**config.mk**
```make
export PLATFORM = sky130hd
export DESIGN_NAME = bounce_box_ctrl
export DESIGN_NICKNAME = d
export VERILOG_FILES = /design/src/rtl/bounce_box_ctrl.sv
export SDC_FILE = /design/constraint.sdc
export NUM_CORES = 1
export LEC_CHECK = 0
export BUFFER_PORTS_ARGS = -buffer_cell sky130_fd_sc_hd__buf_2
export CORE_MARGIN = 4
export CORE_UTILIZATION = 33
export CTS_CLUSTER_DIAMETER = 40
export DETAILED_ROUTE_END_ITERATION = 10
export PLACE_DENSITY_LB_ADDON = 0.1
export SYNTH_ARGS = -nofsm -noshare
export SYNTH_HDL_FRONTEND = slang
export SYNTH_SLANG_ARGS = --single-unit
```
**constraint.sdc**
```tcl
create_clock -name clk -period 10.3 [get_ports clk]
set_clock_uncertainty 0.05 [all_clocks]
set_input_delay 1.545 -clock clk [delete_from_list [all_inputs] [get_ports clk]]
set_output_delay 1.545 -clock clk [all_outputs]
set_load 0.005 [all_outputs]
```
**src/rtl/bounce_box_ctrl.sv**
```systemverilog
`default_nettype none
// ============================================================================
// Module      : bounce_box_ctrl
// Description : Moves a square box around the active video area once per
//               accepted frame tick, reflecting off the walls. One shared
//               11-bit add/subtract unit serves both axes: x in CALC_X, then
//               y in CALC_Y. Both coordinates and directions commit together
//               in COMMIT, so the outputs are never partially updated.
// Ports       : clk        - single clock, rising edge
//               rst        - synchronous active-high reset
//               frame_tick - one-cycle pulse at start of vertical blanking
//               pause      - blocks acceptance of frame_tick while high
//               speed[2:0] - step in pixels per frame (0 = frozen)
//               box_x/box_y[9:0] - committed top-left position
//               dir_x/dir_y      - 1 = moving right / down
//               bounce     - one-cycle pulse when any wall is hit
//               corner     - one-cycle pulse when both axes hit together
//               busy       - update in progress (state != IDLE)
//               overrun    - sticky: a frame_tick arrived while busy
// Revision    : 1.0 - initial release
// ============================================================================
module bounce_box_ctrl #(
  parameter int H_MAX = 640,
  parameter int V_MAX = 480,
  parameter int BOX   = 32,
  parameter int X0    = 304,
  parameter int Y0    = 224
) (
  input  logic       clk,
  input  logic       rst,
  input  logic       frame_tick,
  input  logic       pause,
  input  logic [2:0] speed,
  output logic [9:0] box_x,
  output logic [9:0] box_y,
  output logic       dir_x,
  output logic       dir_y,
  output logic       bounce,
  output logic       corner,
  output logic       busy,
  output logic       overrun
);

  localparam logic [1:0] S_IDLE   = 2'd0;
  localparam logic [1:0] S_CALC_X = 2'd1;
  localparam logic [1:0] S_CALC_Y = 2'd2;
  localparam logic [1:0] S_COMMIT = 2'd3;

  localparam logic [10:0] C_LIM_X = 11'(H_MAX - BOX);
  localparam logic [10:0] C_LIM_Y = 11'(V_MAX - BOX);
  localparam logic [9:0]  C_X0    = 10'(X0);
  localparam logic [9:0]  C_Y0    = 10'(Y0);

  logic [1:0] r_state;
  logic [2:0] r_speed;      // speed captured at tick acceptance
  logic [9:0] r_shadow_x;
  logic [9:0] r_shadow_y;
  logic       r_ndir_x;
  logic       r_ndir_y;
  logic       r_hit_x;
  logic       r_hit_y;

  // Shared arithmetic: operand selection follows the calculation state.
  logic        w_on_x;
  logic [9:0]  w_pos;
  logic        w_dir;
  logic [10:0] w_lim;
  logic [10:0] w_step;
  logic [10:0] w_sum;
  logic        w_at_wall;
  logic [9:0]  w_next_pos;
  logic        w_next_dir;

  always_comb begin
    w_on_x = (r_state == S_CALC_X);
    w_pos  = w_on_x ? box_x   : box_y;
    w_dir  = w_on_x ? dir_x   : dir_y;
    w_lim  = w_on_x ? C_LIM_X : C_LIM_Y;
    w_step = {8'd0, r_speed};
    // 11-bit sum: the carry/borrow bit keeps the wall compare free of wrap.
    w_sum  = w_dir ? ({1'b0, w_pos} + w_step) : ({1'b0, w_pos} - w_step);
    // Moving down/right clamps at LIMIT; moving up/left clamps at 0. The
    // unsigned pos <= step compare catches underflow before it happens.
    w_at_wall  = w_dir ? (w_sum >= w_lim) : ({1'b0, w_pos} <= w_step);
    w_next_pos = w_at_wall ? (w_dir ? w_lim[9:0] : 10'd0) : w_sum[9:0];
    w_next_dir = w_at_wall ? ~w_dir : w_dir;
  end

  assign busy = (r_state != S_IDLE);

  always_ff @(posedge clk) begin
    if (rst) begin
      r_state    <= S_IDLE;
      r_speed    <= 3'd0;
      r_shadow_x <= 10'd0;
      r_shadow_y <= 10'd0;
      r_ndir_x   <= 1'b0;
      r_ndir_y   <= 1'b0;
      r_hit_x    <= 1'b0;
      r_hit_y    <= 1'b0;
      box_x      <= C_X0;
      box_y      <= C_Y0;
      dir_x      <= 1'b1;
      dir_y      <= 1'b1;
      bounce     <= 1'b0;
      corner     <= 1'b0;
      overrun    <= 1'b0;
    end else begin
      bounce <= 1'b0;
      corner <= 1'b0;
      // Ticks that land mid-update are dropped and remembered.
      if (frame_tick && (r_state != S_IDLE)) begin
        overrun <= 1'b1;
      end
      case (r_state)
        S_IDLE: begin
          if (frame_tick && !pause) begin
            r_speed <= speed;
            r_state <= S_CALC_X;
          end
        end
        S_CALC_X: begin
          r_shadow_x <= w_next_pos;
          r_ndir_x   <= w_next_dir;
          r_hit_x    <= w_at_wall;
          r_state    <= S_CALC_Y;
        end
        S_CALC_Y: begin
          r_shadow_y <= w_next_pos;
          r_ndir_y   <= w_next_dir;
          r_hit_y    <= w_at_wall;
          r_state    <= S_COMMIT;
        end
        default: begin // S_COMMIT
          box_x   <= r_shadow_x;
          box_y   <= r_shadow_y;
          dir_x   <= r_ndir_x;
          dir_y   <= r_ndir_y;
          bounce  <= r_hit_x | r_hit_y;
          corner  <= r_hit_x & r_hit_y;
          r_hit_x <= 1'b0;
          r_hit_y <= 1'b0;
          r_state <= S_IDLE;
        end
      endcase
    end
  end

endmodule
`default_nettype wire

```
# Yosys cells after proc, flatten, opt, wreduce, memory -nomap -nowiden
# Cells that the tools add are included.
[classes]
add_sub_neg = 2
n_mul = 0
div_mod_pow = 0
order_cmp = 2
eq_ne = 3
n_shift = 0
mux = 12
bitwise_logic = 3
reduce_logical = 10
[op_table]
columns = ["op", "count"]
rows = [
  ["10-bit two-way mux", 4],
  ["10-bit by 3-bit adder with 11-bit output", 1],
  ["11-bit by 10-bit greater-or-equal comparator with 1-bit output", 1],
  ["11-bit two-way mux", 1],
  ["10-bit by 3-bit subtractor with 11-bit output", 1],
  ["10-bit by 3-bit <= comparator with 1-bit output", 1],
  ["2-bit one-hot mux with 3 select lines", 1],
  ["1-bit one-hot mux with 2 select lines", 2],
  ["2-bit OR reduction", 2],
  ["4-bit OR reduction", 1],
  ["1-bit two-way mux", 3],
  ["3-bit OR reduction", 1],
  ["2-bit by 1-bit equality test with 1-bit output (second input constant)", 1],
  ["2-bit equality test (second input constant)", 1],
  ["1-bit logical AND", 2],
  ["2-bit zero test", 1],
  ["2-bit two-way mux", 1],
  ["2-bit != test (second input constant)", 1],
  ["2-bit AND reduction", 1],
  ["2-bit nonzero test", 1],
  ["1-bit bitwise AND", 1],
  ["1-bit zero test", 1],
  ["1-bit NOT", 1],
  ["1-bit OR", 1],
]
[word_totals]
ff_bits = 54
latch_bits = 0
ram_bits = 0
romBits = 0
inputBits = 7
out_inout_bits = 26
mem_count = 0

# Logic depth before layout (Yosys ltp)
[depth]
depth_word = 7
mapped_depth = 21
mapped_depth_nobuf = 18

# Least setup slack after synthesis
# OpenSTA, ideal clock, no wires.
[synth_path]
path_kind = "register -> register"
from = "register r_state[1]"
to = "register r_shadow_x[5]"
setup_ns = 0.117
arrival_time_ns = 4.548
t_required_ns = 10.133
path_slack_ns = 5.585
path_stages_with_launch = 22
n_path_buf = 3
cell_sequence = "dfxtp_1 inv_1 ha_1 buf_6 buf_2 mux2_2 inv_1 ha_1 inv_1 fa_1 a2111oi_4 nand3b_1 o21ai_0 xnor2_1 ha_1 a21o_1 a211oi_1 o31ai_2 a41oi_2 buf_6 o31ai_1 a32o_1"
[synth_between]
elab_chain_cells = 7
word_cells_on_any_way = 12
classes_between = "add/sub (2); order compare (2); eq/ne (1); mux (7)"
[synth_lines]
columns = ["element", "line_no", "text"]
rows = [
  ["start: declaration", "54", "logic [1:0] r_state;"],
  ["start signal: assignment", "93", "r_state <= S_IDLE;"],
  ["start signal: assignment", "119", "r_state <= S_CALC_X;"],
  ["start signal: assignment", "126", "r_state <= S_CALC_Y;"],
  ["2-bit by 1-bit equality test with 1-bit output *", "75, 115", ""],
  ["10-bit two-way mux", "76", "w_pos = w_on_x ? box_x : box_y;"],
  ["10-bit by 3-bit subtractor with 11-bit output or 10-bit by 3-bit adder with 11-bit output (tied branches)", "81", "w_sum = w_dir ? ({1'b0, w_pos} + w_step) : ({1'b0, w_pos} - w_step);"],
  ["11-bit two-way mux", "81", ""],
  ["11-bit by 10-bit greater-or-equal comparator with 1-bit output", "84", "w_at_wall = w_dir ? (w_sum >= w_lim) : ({1'b0, w_pos} <= w_step);"],
  ["1-bit two-way mux", "84", ""],
  ["10-bit two-way mux", "85", "w_next_pos = w_at_wall ? (w_dir ? w_lim[9:0] : 10'd0) : w_sum[9:0];"],
  ["end signal: assignment", "123", "r_shadow_x <= w_next_pos;"],
  ["end: declaration", "56", "logic [9:0] r_shadow_x;"],
]
# Every way passes the cells marked *; elsewhere a longest branch is shown, timed or not.
# A chain may end at the register's enable or synchronous reset.

# Worst setup path in the final report
[layout_path]
from = "register r_state[1]"
to = "register r_shadow_y[9]"
[layout_between]
elab_chain_cells = 7
word_cells_on_any_way = 13
classes_between = "add/sub (2); order compare (2); eq/ne (2); mux (7)"
[layout_lines]
columns = ["element", "line_no", "text"]
rows = [
  ["2-bit by 1-bit equality test with 1-bit output", "75", "w_on_x = (r_state == S_CALC_X);"],
  ["10-bit two-way mux", "76", ""],
  ["10-bit by 3-bit subtractor with 11-bit output or 10-bit by 3-bit adder with 11-bit output (tied branches)", "81", ""],
  ["11-bit two-way mux", "81", ""],
  ["11-bit by 10-bit greater-or-equal comparator with 1-bit output", "84", ""],
  ["1-bit two-way mux", "84", ""],
  ["10-bit two-way mux", "85", ""],
  ["end signal: assignment", "129", "r_shadow_y <= w_next_pos;"],
  ["end: declaration", "57", "logic [9:0] r_shadow_y;"],
]
# Several ways; a longest one is shown, not always the timed one.

==> impl_metrics.tcl <==
set metrics [dict create \
    outcome "complete, no violations" \
    grt_pass1_vias 2411 \
    grt_pass1_wl_um 12590 \
    synth-edff-count 0 \
    ios 33 \
    antenna_found_initial 0 \
    routedWlPerCell_um 16.93 \
    ant_nets 0 \
    clk-insertion-delay-late_ps 310 \
    setup_viol 0 \
    min_to "r_shadow_x[4]$_SDFFE_PP0P_" \
    drt_iter0_markers 80 \
    fp.dieH_um 103.5 \
    synth.distinct_cells 60 \
    cp.required_ps 10450 \
    multi_input_area_um2 1775 \
    yosys_most_used_dff "dfxtp_1" \
    async_flop_share_pct 0 \
    grt_start_max_net_pins 46 \
    place.gp.congestion 0.8519 \
    ys.warnings.count 0 \
    clock_sinks 54 \
    crit_slowest_cell "a41oi_2" \
    reg2reg_to "r_shadow_y[9]$_SDFFE_PP0P_" \
    numCtsBuffers 5 \
    via_per_inst 5.473 \
    critPathTopFamily "compound AO/OA/AOI/OAI gates" \
    crit_fanout 34 \
    final_common_cell "dfxtp_1" \
    post-route-min-period_ps 5355 \
    hold_ws_ps 415.4 \
    die_w_um 103.5 \
    nets 364 \
    num_antenna_cells 0 \
    cpPeakStageDelay_ps 720 \
    final_max_slew_viol_count 0 \
    hp-class "flop to flop" \
    syn_inst 320 \
    setup_tns_ps 0 \
    period_share_pct 51.99 \
    cap_violations 0 \
    cts-hold-fix-buffers 0 \
    worstPathArrival_ps 5510 \
    drive_above_1_share_pct 17.84 \
    initial_core_util_pct 34.16 \
    dp_hpwl_um 5582 \
    cp-end-kind "flop" \
    final_cell_mix "dfxtp_1, mux2i_1, buf_2, nor2_1, nand2_1" \
    hold_viol_final 0 \
    startpoint_type "flop" \
    clock_path_buffers 2 \
    reg2regPathDepth 16 \
    drcViolationCount 0 \
    grt_overflow 0 \
    ff2ff_setup_slack_ps 4950 \
    seqCellArea_um2 1081 \
    cp_cell_sequence "inv_1 -> ha_1 -> buf_4 -> mux2_2 -> ha_1 -> inv_1 -> a211o_1 -> or4_1 -> o31a_1 -> xor2_1 -> ha_1 -> a211oi_1 -> o31ai_2 -> a41oi_2 -> nor4_2 -> a311o_1" \
    vias 2463 \
    p_leak_nw 1.231 \
    drtPass1Iterations 4 \
    syn2layout_area_growth_pct 10.82 \
    max_slew_margin_pct 43.15 \
    synth.cell_area_um2 3008 \
    drt-total-wl_um 7619 \
    fillers 918 \
    final_cell_area_um2 3333 \
    fp-row-count 34 \
    worst_slew_pin_slew_ps 852.7 \
    rsz0062_at_grt "false" \
    power_density_nw_per_um2 126.4 \
    numPortBuffers 32 \
    synth-seq-area-share_pct 35.94 \
    path_clk_slew_ps 100 \
    crit_buf_inv 3 \
    post_cts_buffers 0 \
    r2r-start "r_state[1]$_SDFFE_PP0P_" \
    cts_tree "yes" \
    cts_resized 0 \
    grtUsageTotal_pct 14.90 \
    ir_worst_vdd_uv 53.28 \
    min_from "r_shadow_x[4]$_SDFFE_PP0P_" \
    h-tree-depth 2 \
    core_um2 8806 \
    place_area_um2 3223 \
    fmax_ghz 0.1867 \
    crit_path_frequent_cell "ha_1" \
    p_total_uw 421.2 \
    min_path_cells 2 \
    worstSetupPathType "flop to flop" \
    synth_nets 343 \
    dieArea_um2 10710 \
    syn_area_per_cell_um2 9.400 \
    ys_seq_elements 54 \
    cts_root_buf "clkbuf_8" \
]
stage by stage:
step	worst slack [ps]	utilization, %	std cells
after floorplan	5585	-	320
after global placement	5067	36.60	442
after detailed placement	4999	36.60	442
after CTS	4959	37.85	450
after global routing	4541	37.85	450
final	4945	37.85	450
registers in the layout, indices dropped and copies added (netlist names):
signal      count
r_ndir_y        1
r_speed         3
overrun         1
dir_x           1
r_state         2
box_x          10
box_y          10
bounce          1
r_shadow_y     10
r_ndir_x        1
r_hit_y         1
r_shadow_x     10
dir_y           1
corner          1
r_hit_x         1
routing by layer:
layer / global-route usage, % / part of all wire [%] / vias up / wire, µm
met4: 3.287 / 0.72 / 0 / 55
met3: 2.280 / 2.9 / 4 / 220
met1: 19.99 / 47 / 1201 / 3567
li1: - / - / 1219 / -
met2: 25.25 / 50 / 39 / 3776
met5: 0 / 0 / - / 0
where the power goes:
| group | total, mW | switching [mW] | internal (mW) |
|---|---|---|---|
| clock | 0.138 | 0.0701 | 0.0681 |
| combinational | 0.0649 | 0.0421 | 0.0228 |
| sequential | 0.218 | 0.00382 | 0.214 |
| total | 0.421 | 0.116 | 0.305 |
synth_stat cells (4+ instances only):
| cell | n | area (µm²) |
|---|---|---|
| dfxtp_1 | 54 | 1081 |
| mux2i_1 | 32 | 320.3 |
| nor2_1 | 28 | 105.1 |
| nand2_1 | 25 | 93.84 |
| a21oi_1 | 21 | 105.1 |
| ha_1 | 14 | 175.2 |
| inv_1 | 13 | 48.80 |
| clkbuf_1 | 12 | 45.04 |
| o311ai_1 | 9 | 78.83 |
| xnor2_1 | 8 | 70.07 |
| nand2b_1 | 7 | 43.79 |
| buf_1 | 5 | 18.77 |
| mux2_2 | 5 | 56.30 |
| nor3b_1 | 5 | 37.54 |
| a31oi_1 | 4 | 25.02 |
| nand3_1 | 4 | 20.02 |
| nor3_1 | 4 | 20.02 |
| o21ai_0 | 4 | 20.02 |
| o31ai_1 | 4 | 30.03 |
area by class of cell:
| class | instances | area share [%] |
|---|---|---|
| multi-input combinational | 232 | 53.27 |
| sequential | 54 | 32.43 |
| timing repair buffer | 35 | 5.480 |
| tap | 108 | 4.054 |
| clock buffer | 8 | 3.303 |
| inverter | 13 | 1.464 |
worst register-to-register path, cell delays in order, from the launching register on:
cell and delay [ps]:
dfxtp_1 350, inv_1 80, ha_1 130, buf_4 360, mux2_2 440, ha_1 360, inv_1 100, a211o_1 370
or4_1 540, o31a_1 130, xor2_1 280, ha_1 340, a211oi_1 360, o31ai_2 150, a41oi_2 720, nor4_2 150
a311o_1 350
kinds of logic (layout without fill, tap and decap cells):
kind of cell,count (synthesis),after routing,synth area share (%)
and+or+nand+nor,95,95,16.35
AOI/OAI and AO/OA,73,73,19.64
DFF,54,54,35.94
muxes,38,38,12.98
buffers and inverters,34,56,5.033
adders and majority gates,16,16,7.155
xor gates and xnor gates,10,10,2.912
worst max path at each step:
stage | start | to | slack, ps | cells after the start
6_report | r_state[1]$_SDFFE_PP0P_ | r_shadow_y[9]$_SDFFE_PP0P_ | 4950 | 16
5_1_grt | r_state[1]$_SDFFE_PP0P_ | r_shadow_y[9]$_SDFFE_PP0P_ | 4540 | 16
4_1_cts | r_state[1]$_SDFFE_PP0P_ | r_shadow_y[9]$_SDFFE_PP0P_ | 4960 | 16
3_5_place_dp | r_state[1]$_SDFFE_PP0P_ | r_shadow_y[9]$_SDFFE_PP0P_ | 5000 | 16
3_3_place_gp | r_state[1]$_SDFFE_PP0P_ | r_shadow_y[7]$_SDFFE_PP0P_ | 5070 | 16
2_1_floorplan | r_state[1]$_SDFFE_PP0P_ | r_shadow_x[5]$_SDFFE_PP0P_ | 5590 | 21
Power figures use the tool's default switching activity.
